`src/rtl/host_frame_parser.sv`:
```
// host_frame_parser
// Parses the host->FPGA command stream. Each frame is a destination word, a
// command word, an optional 24-bit length and checksum (full frames) and a
// payload that is forwarded with zero latency to the addressed slot(s).
//
// Ports:
//   clk_i, reset_i          clock, synchronous active-high reset
//   in_data_i/in_ready_i    word from host FIFO / FIFO not empty
//   in_enable_o             parser takes the word this cycle
//   lookup_cmd_o            command byte to the external decode table
//   lookup_simple_i/len_i   table result: simple framing / simple length
//   out_data_o ... out_enable_o, out_ready_i   payload stream to the slots
//   frame_done_o            pulse: frame completed cleanly
//   frame_error_o           pulse: frame aborted or bad
//   err_code_o              1 bad dest, 2 checksum, 3 timeout (held)
//   err_count_o             saturating error count
module host_frame_parser #(
    parameter int HOST_WIDTH     = 16,
    parameter int NUM_SLOTS      = 4,
    parameter int TIMEOUT_CYCLES = 65535
) (
    input  logic                  clk_i,
    input  logic                  reset_i,
    input  logic [HOST_WIDTH-1:0] in_data_i,
    input  logic                  in_ready_i,
    output logic                  in_enable_o,
    output logic [7:0]            lookup_cmd_o,
    input  logic                  lookup_simple_i,
    input  logic [3:0]            lookup_len_i,
    output logic [HOST_WIDTH-1:0] out_data_o,
    output logic [7:0]            out_cmd_o,
    output logic [NUM_SLOTS-1:0]  out_slot_mask_o,
    output logic                  out_first_o,
    output logic                  out_last_o,
    output logic                  out_enable_o,
    input  logic                  out_ready_i,
    output logic                  frame_done_o,
    output logic                  frame_error_o,
    output logic [1:0]            err_code_o,
    output logic [15:0]           err_count_o
);

    typedef enum logic [2:0] {
        ST_DEST    = 3'd0,
        ST_CMD     = 3'd1,
        ST_LEN_HI  = 3'd2,
        ST_LEN_LO  = 3'd3,
        ST_PAYLOAD = 3'd4,
        ST_CSUM_HI = 3'd5,
        ST_CSUM_LO = 3'd6
    } state_e;

    localparam logic [15:0]          TMO_LAST  = 16'(TIMEOUT_CYCLES - 1);
    localparam logic [7:0]           SLOTS_B   = 8'(NUM_SLOTS);
    localparam logic [NUM_SLOTS-1:0] MASK_ONE  = NUM_SLOTS'(1);
    localparam logic [NUM_SLOTS-1:0] MASK_ALL  = {NUM_SLOTS{1'b1}};
    localparam logic [NUM_SLOTS-1:0] MASK_NONE = {NUM_SLOTS{1'b0}};

    // 32-bit wrap-around checksum step over the low 16 bits of a word.
    function automatic logic [31:0] csum_add(input logic [31:0] acc,
                                             input logic [15:0] word);
        csum_add = acc + {16'd0, word};
    endfunction

    state_e                 state_q;
    logic [7:0]             cmd_q;
    logic [NUM_SLOTS-1:0]   mask_q;
    logic                   drop_q;
    logic                   simple_q;
    logic                   first_q;
    logic [23:0]            remain_q;
    logic [31:0]            csum_q;
    logic [15:0]            csum_hi_q;
    logic [15:0]            tmo_q;
    logic                   frame_done_q;
    logic                   frame_error_q;
    logic [1:0]             err_code_q;
    logic [15:0]            err_count_q;

    logic                   fwd_s;
    logic                   in_enable_s;
    logic                   in_xfer_s;
    logic                   out_enable_s;
    logic                   tmo_hit_s;
    logic                   fin_s;
    logic [1:0]             fin_code_s;
    logic [23:0]            len_simple_s;

    // Handshake steering: payload passes straight through, header words are always taken.
    always_comb begin
        fwd_s        = (state_q == ST_PAYLOAD) && !drop_q;
        in_enable_s  = fwd_s ? out_ready_i : 1'b1;
        in_xfer_s    = in_ready_i && in_enable_s;
        out_enable_s = fwd_s && in_ready_i;
        tmo_hit_s    = (state_q != ST_DEST) && !in_xfer_s && (tmo_q == TMO_LAST);
        len_simple_s = (lookup_len_i == 4'd0) ? 24'd1 : {20'd0, lookup_len_i};
    end

    // End-of-frame detection; a dropped frame reports bad destination ahead of checksum.
    always_comb begin
        fin_s      = 1'b0;
        fin_code_s = 2'd0;
        if (tmo_hit_s) begin
            fin_s      = 1'b1;
            fin_code_s = 2'd3;
        end else if (in_xfer_s && (state_q == ST_PAYLOAD) && simple_q && (remain_q == 24'd1)) begin
            fin_s      = 1'b1;
            fin_code_s = drop_q ? 2'd1 : 2'd0;
        end else if (in_xfer_s && (state_q == ST_CSUM_LO)) begin
            fin_s = 1'b1;
            if (drop_q) begin
                fin_code_s = 2'd1;
            end else if (csum_q != {csum_hi_q, in_data_i[15:0]}) begin
                fin_code_s = 2'd2;
            end else begin
                fin_code_s = 2'd0;
            end
        end else begin
            fin_s      = 1'b0;
            fin_code_s = 2'd0;
        end
    end

    // Frame FSM with header latches, checksum, timeout and status registers.
    always_ff @(posedge clk_i) begin
        if (reset_i) begin
            state_q       <= ST_DEST;
            cmd_q         <= 8'd0;
            mask_q        <= MASK_NONE;
            drop_q        <= 1'b0;
            simple_q      <= 1'b0;
            first_q       <= 1'b0;
            remain_q      <= 24'd0;
            csum_q        <= 32'd0;
            csum_hi_q     <= 16'd0;
            tmo_q         <= 16'd0;
            frame_done_q  <= 1'b0;
            frame_error_q <= 1'b0;
            err_code_q    <= 2'd0;
            err_count_q   <= 16'd0;
        end else begin
            frame_done_q  <= 1'b0;
            frame_error_q <= 1'b0;

            if ((state_q == ST_DEST) || in_xfer_s) begin
                tmo_q <= 16'd0;
            end else begin
                tmo_q <= tmo_q + 16'd1;
            end

            if (in_xfer_s) begin
                case (state_q)
                    ST_DEST: begin
                        if (in_data_i[7:0] == 8'hFF) begin
                            mask_q <= MASK_ALL;
                            drop_q <= 1'b0;
                        end else if (in_data_i[7:0] < SLOTS_B) begin
                            mask_q <= MASK_ONE << in_data_i[2:0];
                            drop_q <= 1'b0;
                        end else begin
                            mask_q <= MASK_NONE;
                            drop_q <= 1'b1;
                        end
                        csum_q  <= 32'd0;
                        first_q <= 1'b1;
                        state_q <= ST_CMD;
                    end
                    ST_CMD: begin
                        cmd_q <= in_data_i[7:0];
                        if (lookup_simple_i) begin
                            simple_q <= 1'b1;
                            remain_q <= len_simple_s;
                            state_q  <= ST_PAYLOAD;
                        end else begin
                            simple_q <= 1'b0;
                            state_q  <= ST_LEN_HI;
                        end
                    end
                    ST_LEN_HI: begin
                        remain_q[23:16] <= in_data_i[7:0];
                        state_q         <= ST_LEN_LO;
                    end
                    ST_LEN_LO: begin
                        remain_q[15:0] <= in_data_i[15:0];
                        if ({remain_q[23:16], in_data_i[15:0]} == 24'd0) begin
                            state_q <= ST_CSUM_HI;
                        end else begin
                            state_q <= ST_PAYLOAD;
                        end
                    end
                    ST_PAYLOAD: begin
                        csum_q   <= csum_add(csum_q, in_data_i[15:0]);
                        first_q  <= 1'b0;
                        remain_q <= remain_q - 24'd1;
                        if (remain_q == 24'd1) begin
                            state_q <= simple_q ? ST_DEST : ST_CSUM_HI;
                        end else begin
                            state_q <= ST_PAYLOAD;
                        end
                    end
                    ST_CSUM_HI: begin
                        csum_hi_q <= in_data_i[15:0];
                        state_q   <= ST_CSUM_LO;
                    end
                    ST_CSUM_LO: begin
                        state_q <= ST_DEST;
                    end
                    default: begin
                        state_q <= ST_DEST;
                    end
                endcase
            end else if (tmo_hit_s) begin
                // Abandon the frame; any forwarded words are left without out_last.
                state_q <= ST_DEST;
            end else begin
                state_q <= state_q;
            end

            if (fin_s) begin
                if (fin_code_s == 2'd0) begin
                    frame_done_q <= 1'b1;
                end else begin
                    frame_error_q <= 1'b1;
                    err_code_q    <= fin_code_s;
                    if (err_count_q != 16'hFFFF) begin
                        err_count_q <= err_count_q + 16'd1;
                    end else begin
                        err_count_q <= err_count_q;
                    end
                end
            end else begin
                err_code_q <= err_code_q;
            end
        end
    end

    assign in_enable_o     = in_enable_s;
    assign lookup_cmd_o    = (state_q == ST_CMD) ? in_data_i[7:0] : cmd_q;
    assign out_enable_o    = out_enable_s;
    assign out_data_o      = out_enable_s ? in_data_i : {HOST_WIDTH{1'b0}};
    assign out_first_o     = out_enable_s && first_q;
    assign out_last_o      = out_enable_s && (remain_q == 24'd1);
    assign out_cmd_o       = cmd_q;
    assign out_slot_mask_o = mask_q;
    assign frame_done_o    = frame_done_q;
    assign frame_error_o   = frame_error_q;
    assign err_code_o      = err_code_q;
    assign err_count_o     = err_count_q;

endmodule
```
`config.mk`:
```
export PLATFORM = sky130hd
export DESIGN_NAME = host_frame_parser
export DESIGN_NICKNAME = d
export VERILOG_FILES = /design/src/rtl/host_frame_parser.sv
export SDC_FILE = /design/constraint.sdc
export NUM_CORES = 1
export LEC_CHECK = 0
export CORE_ASPECT_RATIO = 1.4
export CORE_UTILIZATION = 48
export CTS_CLUSTER_SIZE = 10
export DETAILED_ROUTE_END_ITERATION = 8
export GPL_TIMING_DRIVEN = 0
export PLACE_DENSITY_LB_ADDON = 0.08
export SLEW_MARGIN = 20
export SYNTH_ARGS = -nofsm -noshare
export SYNTH_HDL_FRONTEND = slang
export SYNTH_SLANG_ARGS = --single-unit
```
`constraint.sdc`:
```
create_clock -name clk_i -period 5.66 [get_ports clk_i]
set_input_delay 1.415 -clock clk_i [delete_from_list [all_inputs] [get_ports clk_i]]
set_output_delay 1.415 -clock clk_i [all_outputs]
set_load 0.02 [all_outputs]
```
==> impl_metrics.json <==
{
  "synth_compound_area_frac": 0.178,
  "finalCritPeriodShare": 0.873,
  "seq_area_frac_synth": 0.337,
  "fmax_mhz": 202,
  "final_layout_size_suffix_gt1_frac": 0.0647,
  "synthTopCellsByArea": "dfxtp_1 34%, nor2_1 6.2%, nand2_1 5.2%",
  "cts_buffers": 17,
  "overflow": 0,
  "fin_nets": 1101,
  "dieArea_mm2": 0.0161,
  "num_antenna_cells": 0,
  "synth_area_mm2": 0.00748,
  "p_per_area_mw_per_mm2": 256,
  "antenna_found_initial": 0,
  "reg2reg_from": "state_q[1]",
  "synth_xor_area_frac": 0.0480,
  "slew_violations": 0,
  "syn_to_final_growth_pct": 22.0,
  "yosysMostFrequentCell": "dfxtp_1",
  "maxSlewHeadroom": 0.246,
  "synth_cells": 953,
  "synth_top_family_by_area": "simple AND/OR/NAND/NOR gates",
  "ys_ff_latch": 126,
  "routed-via-count": 7382,
  "clk_pin_slew_ns": 0.06,
  "hold_path_class": "reg2reg",
  "holdCritStartpoint": "csum_hi_q[3]",
  "rows": 53,
  "regToRegSetupSlack_ns": 2.61,
  "synthMuxAreaShare": 0.0548,
  "synthSimpleGateAreaFrac": 0.310,
  "yosys.area_share.adder": 0.0378,
  "ant_nets": 0,
  "clkSinkCount": 126,
  "synth-edff-count": 0,
  "netlist.top_cell.by_area": "dfxtp_1",
  "pin_count": 85,
  "grt_pass1_wl_mm": 35.4,
  "status": "complete, no violations",
  "hold_viol_final": 0,
  "synth_ff_type": "dfxtp_1",
  "die_y_um": 150,
  "h-tree-depth": 4,
  "worst-path-max-fanout": 10,
  "min_to": "csum_hi_q[3]",
  "finalSetupViolCount": 0,
  "drc": 0,
  "core_area_mm2": 0.0151,
  "grt_setup_unrepaired": "no",
  "max_cap_viol_count": 0,
  "cts_setup_buffers": 0,
  "fin_crit_ns": 4.94,
  "fp.dieW_um": 108,
  "final.setup_skew_ns": 0.00703,
  "syn_nets": 1000,
  "vias_per_cell": 5.87,
  "wl_per_cell_um": 17.3,
  "start_util": 0.495,
  "hold_ws_ns": 0.467,
  "endpoint_kind": "output port",
  "cp.required_ns": 4.24,
  "worst_pin_slew_ns": 1.13,
  "yosysTopAreaCellShare": 0.337,
  "clk_path_buf_depth": 2,
  "cts_repair_resize_count": 0,
  "io_buffers": 82,
  "r2r_cells": 8,
  "cts_root_buf": "clkbuf_16",
  "synthArstFlopShare": 0,
  "avgSynthCellArea_um2": 7.85,
  "firstDrtPassIters": 5,
  "dp_hpwl_mm": 15.7,
  "grt_pass1_vias": 6914,
  "worst_skew_pair.late_latency_ns": 0.43,
  "p_leak_nw": 3.42,
  "grt_max_degree": 17,
  "yosys.cell_types.count": 68,
  "cts_tree": "built",
  "ir_drop_uv": 199,
  "drtIter0Drc": 348,
  "critical_path_class": "reg2out",
  "wirelength_mm": 21.7,
  "track_usage": 0.284,
  "min_delay_path_depth": 2,
  "rr_endpoint": "err_count_o[8]",
  "startpoint_type": "register",
  "yosys_warnings": 0,
  "gp_congestion": 0.915,
  "cp.arrival_ns": 3.53,
  "netlist_top_cells_count": "126 x dfxtp_1, 123 x nor2_1, 104 x nand2_1, 65 x a21oi_1, 48 x clkbuf_1",
  "final.setup.tns_ns": 0,
  "cts_hold_buffers": 0
}
-- layer usage --
metal,wire (um),global-route usage
met5,0,0
met4,675,0.121
met3,1050,0.0553
met2,10400,0.469
met1,9590,0.359
-- through the flow --
stage | total power [mW] | area (um^2) | std cells | utilization | worst slack (ns)
after floorplan | 1.14 | 7480 | 953 | - | 1.78
after global placement | 1.26 | 8540 | 1227 | 0.565 | 0.690
after detailed placement | 1.26 | 8540 | 1227 | 0.565 | 0.690
after global routing | 2.43 | 9130 | 1258 | 0.604 | 0.561
after CTS | 2.35 | 9130 | 1258 | 0.604 | 0.760
final | 2.34 | 9130 | 1258 | 0.604 | 0.719
-- registers in the layout, summed over array words and instances (netlist names), 2 cells and up --
signal / cells
csum_hi_q: 16
out_slot_mask_o: 4
err_code_o: 2
remain_q: 24
tmo_q: 16
out_cmd_o: 8
csum_q: 32
state_q: 3
err_count_o: 16
-- cell families (layout without fill, tap and decap cells) --
| logic type | count (synthesis) | after routing |
|---|---|---|
| mux | 38 | 38 |
| xor+xnor | 41 | 41 |
| buf+inv | 68 | 181 |
| compound gates | 201 | 201 |
| simple gates | 457 | 457 |
| flops | 126 | 126 |
| fa+ha+maj | 22 | 22 |
-- area by class of cell --
cell class | instances | area (um^2)
timing repair buffer | 82 | 821
tap | 192 | 240
sequential | 126 | 2520
inverter | 16 | 60.1
buffer | 52 | 203
clock buffer | 18 | 439
multi-input combinational | 759 | 4700
fill | 1422 | 5990
clock inverter | 13 | 143
-- placed cells by master (no fill, tap or decap), drive strengths merged, types with 4 or more instances in the layout --
cell	netlist	layout
mux2	24	24
nand2b	9	9
dfxtp	126	126
a2111oi	8	8
nor2	123	123
inv	16	17
a22o	14	14
a21o	5	5
nor4	19	19
and2	26	26
nor2b	16	16
clkinv	0	5
buf	4	4
a211oi	9	9
o21ai	40	40
nand4	22	22
ha	21	21
xnor2	15	15
or2	5	5
a21oi	65	65
or3	28	28
nand3	27	27
o211ai	5	5
nor3b	10	10
clkinvlp	0	5
clkbuf	48	66
clkdlybuf4s50	0	82
mux2i	14	14
nand2	104	104
xor2	26	26
or4	7	7
and4	6	6
nor3	42	42
a32o	4	4
a22oi	17	17
and3	8	8
-- worst max path at each step --
stage,start,end,cells past startpoint,slack [ns]
finish,state_q[1],out_data_o[10],7,0.72
CTS,state_q[1],out_data_o[10],7,0.76
global placement,in_data_i[7],err_count_o[2],10,0.69
detailed placement,in_data_i[7],err_count_o[2],10,0.69
global route,state_q[1],out_data_o[11],7,0.56
floorplan,in_ready_i,out_data_o[10],5,1.78
-- power by group --
group,switching (mW),internal [mW]
Sequential,0.0155,0.904
Clock,0.429,0.658
Combinational,0.206,0.123
Total,0.651,1.69
-- worst max-delay path, stage by stage (launching register included) --
cell,delay (ns)
dfxtp_1,0.30
clkbuf_1,0.15
nor3b_1,0.92
nand3_1,0.36
inv_1,0.30
clkbuf_1,0.29
and2_1,0.17
clkdlybuf4s50_1,0.61
Note: power is estimated with default switching activity, not from simulation.
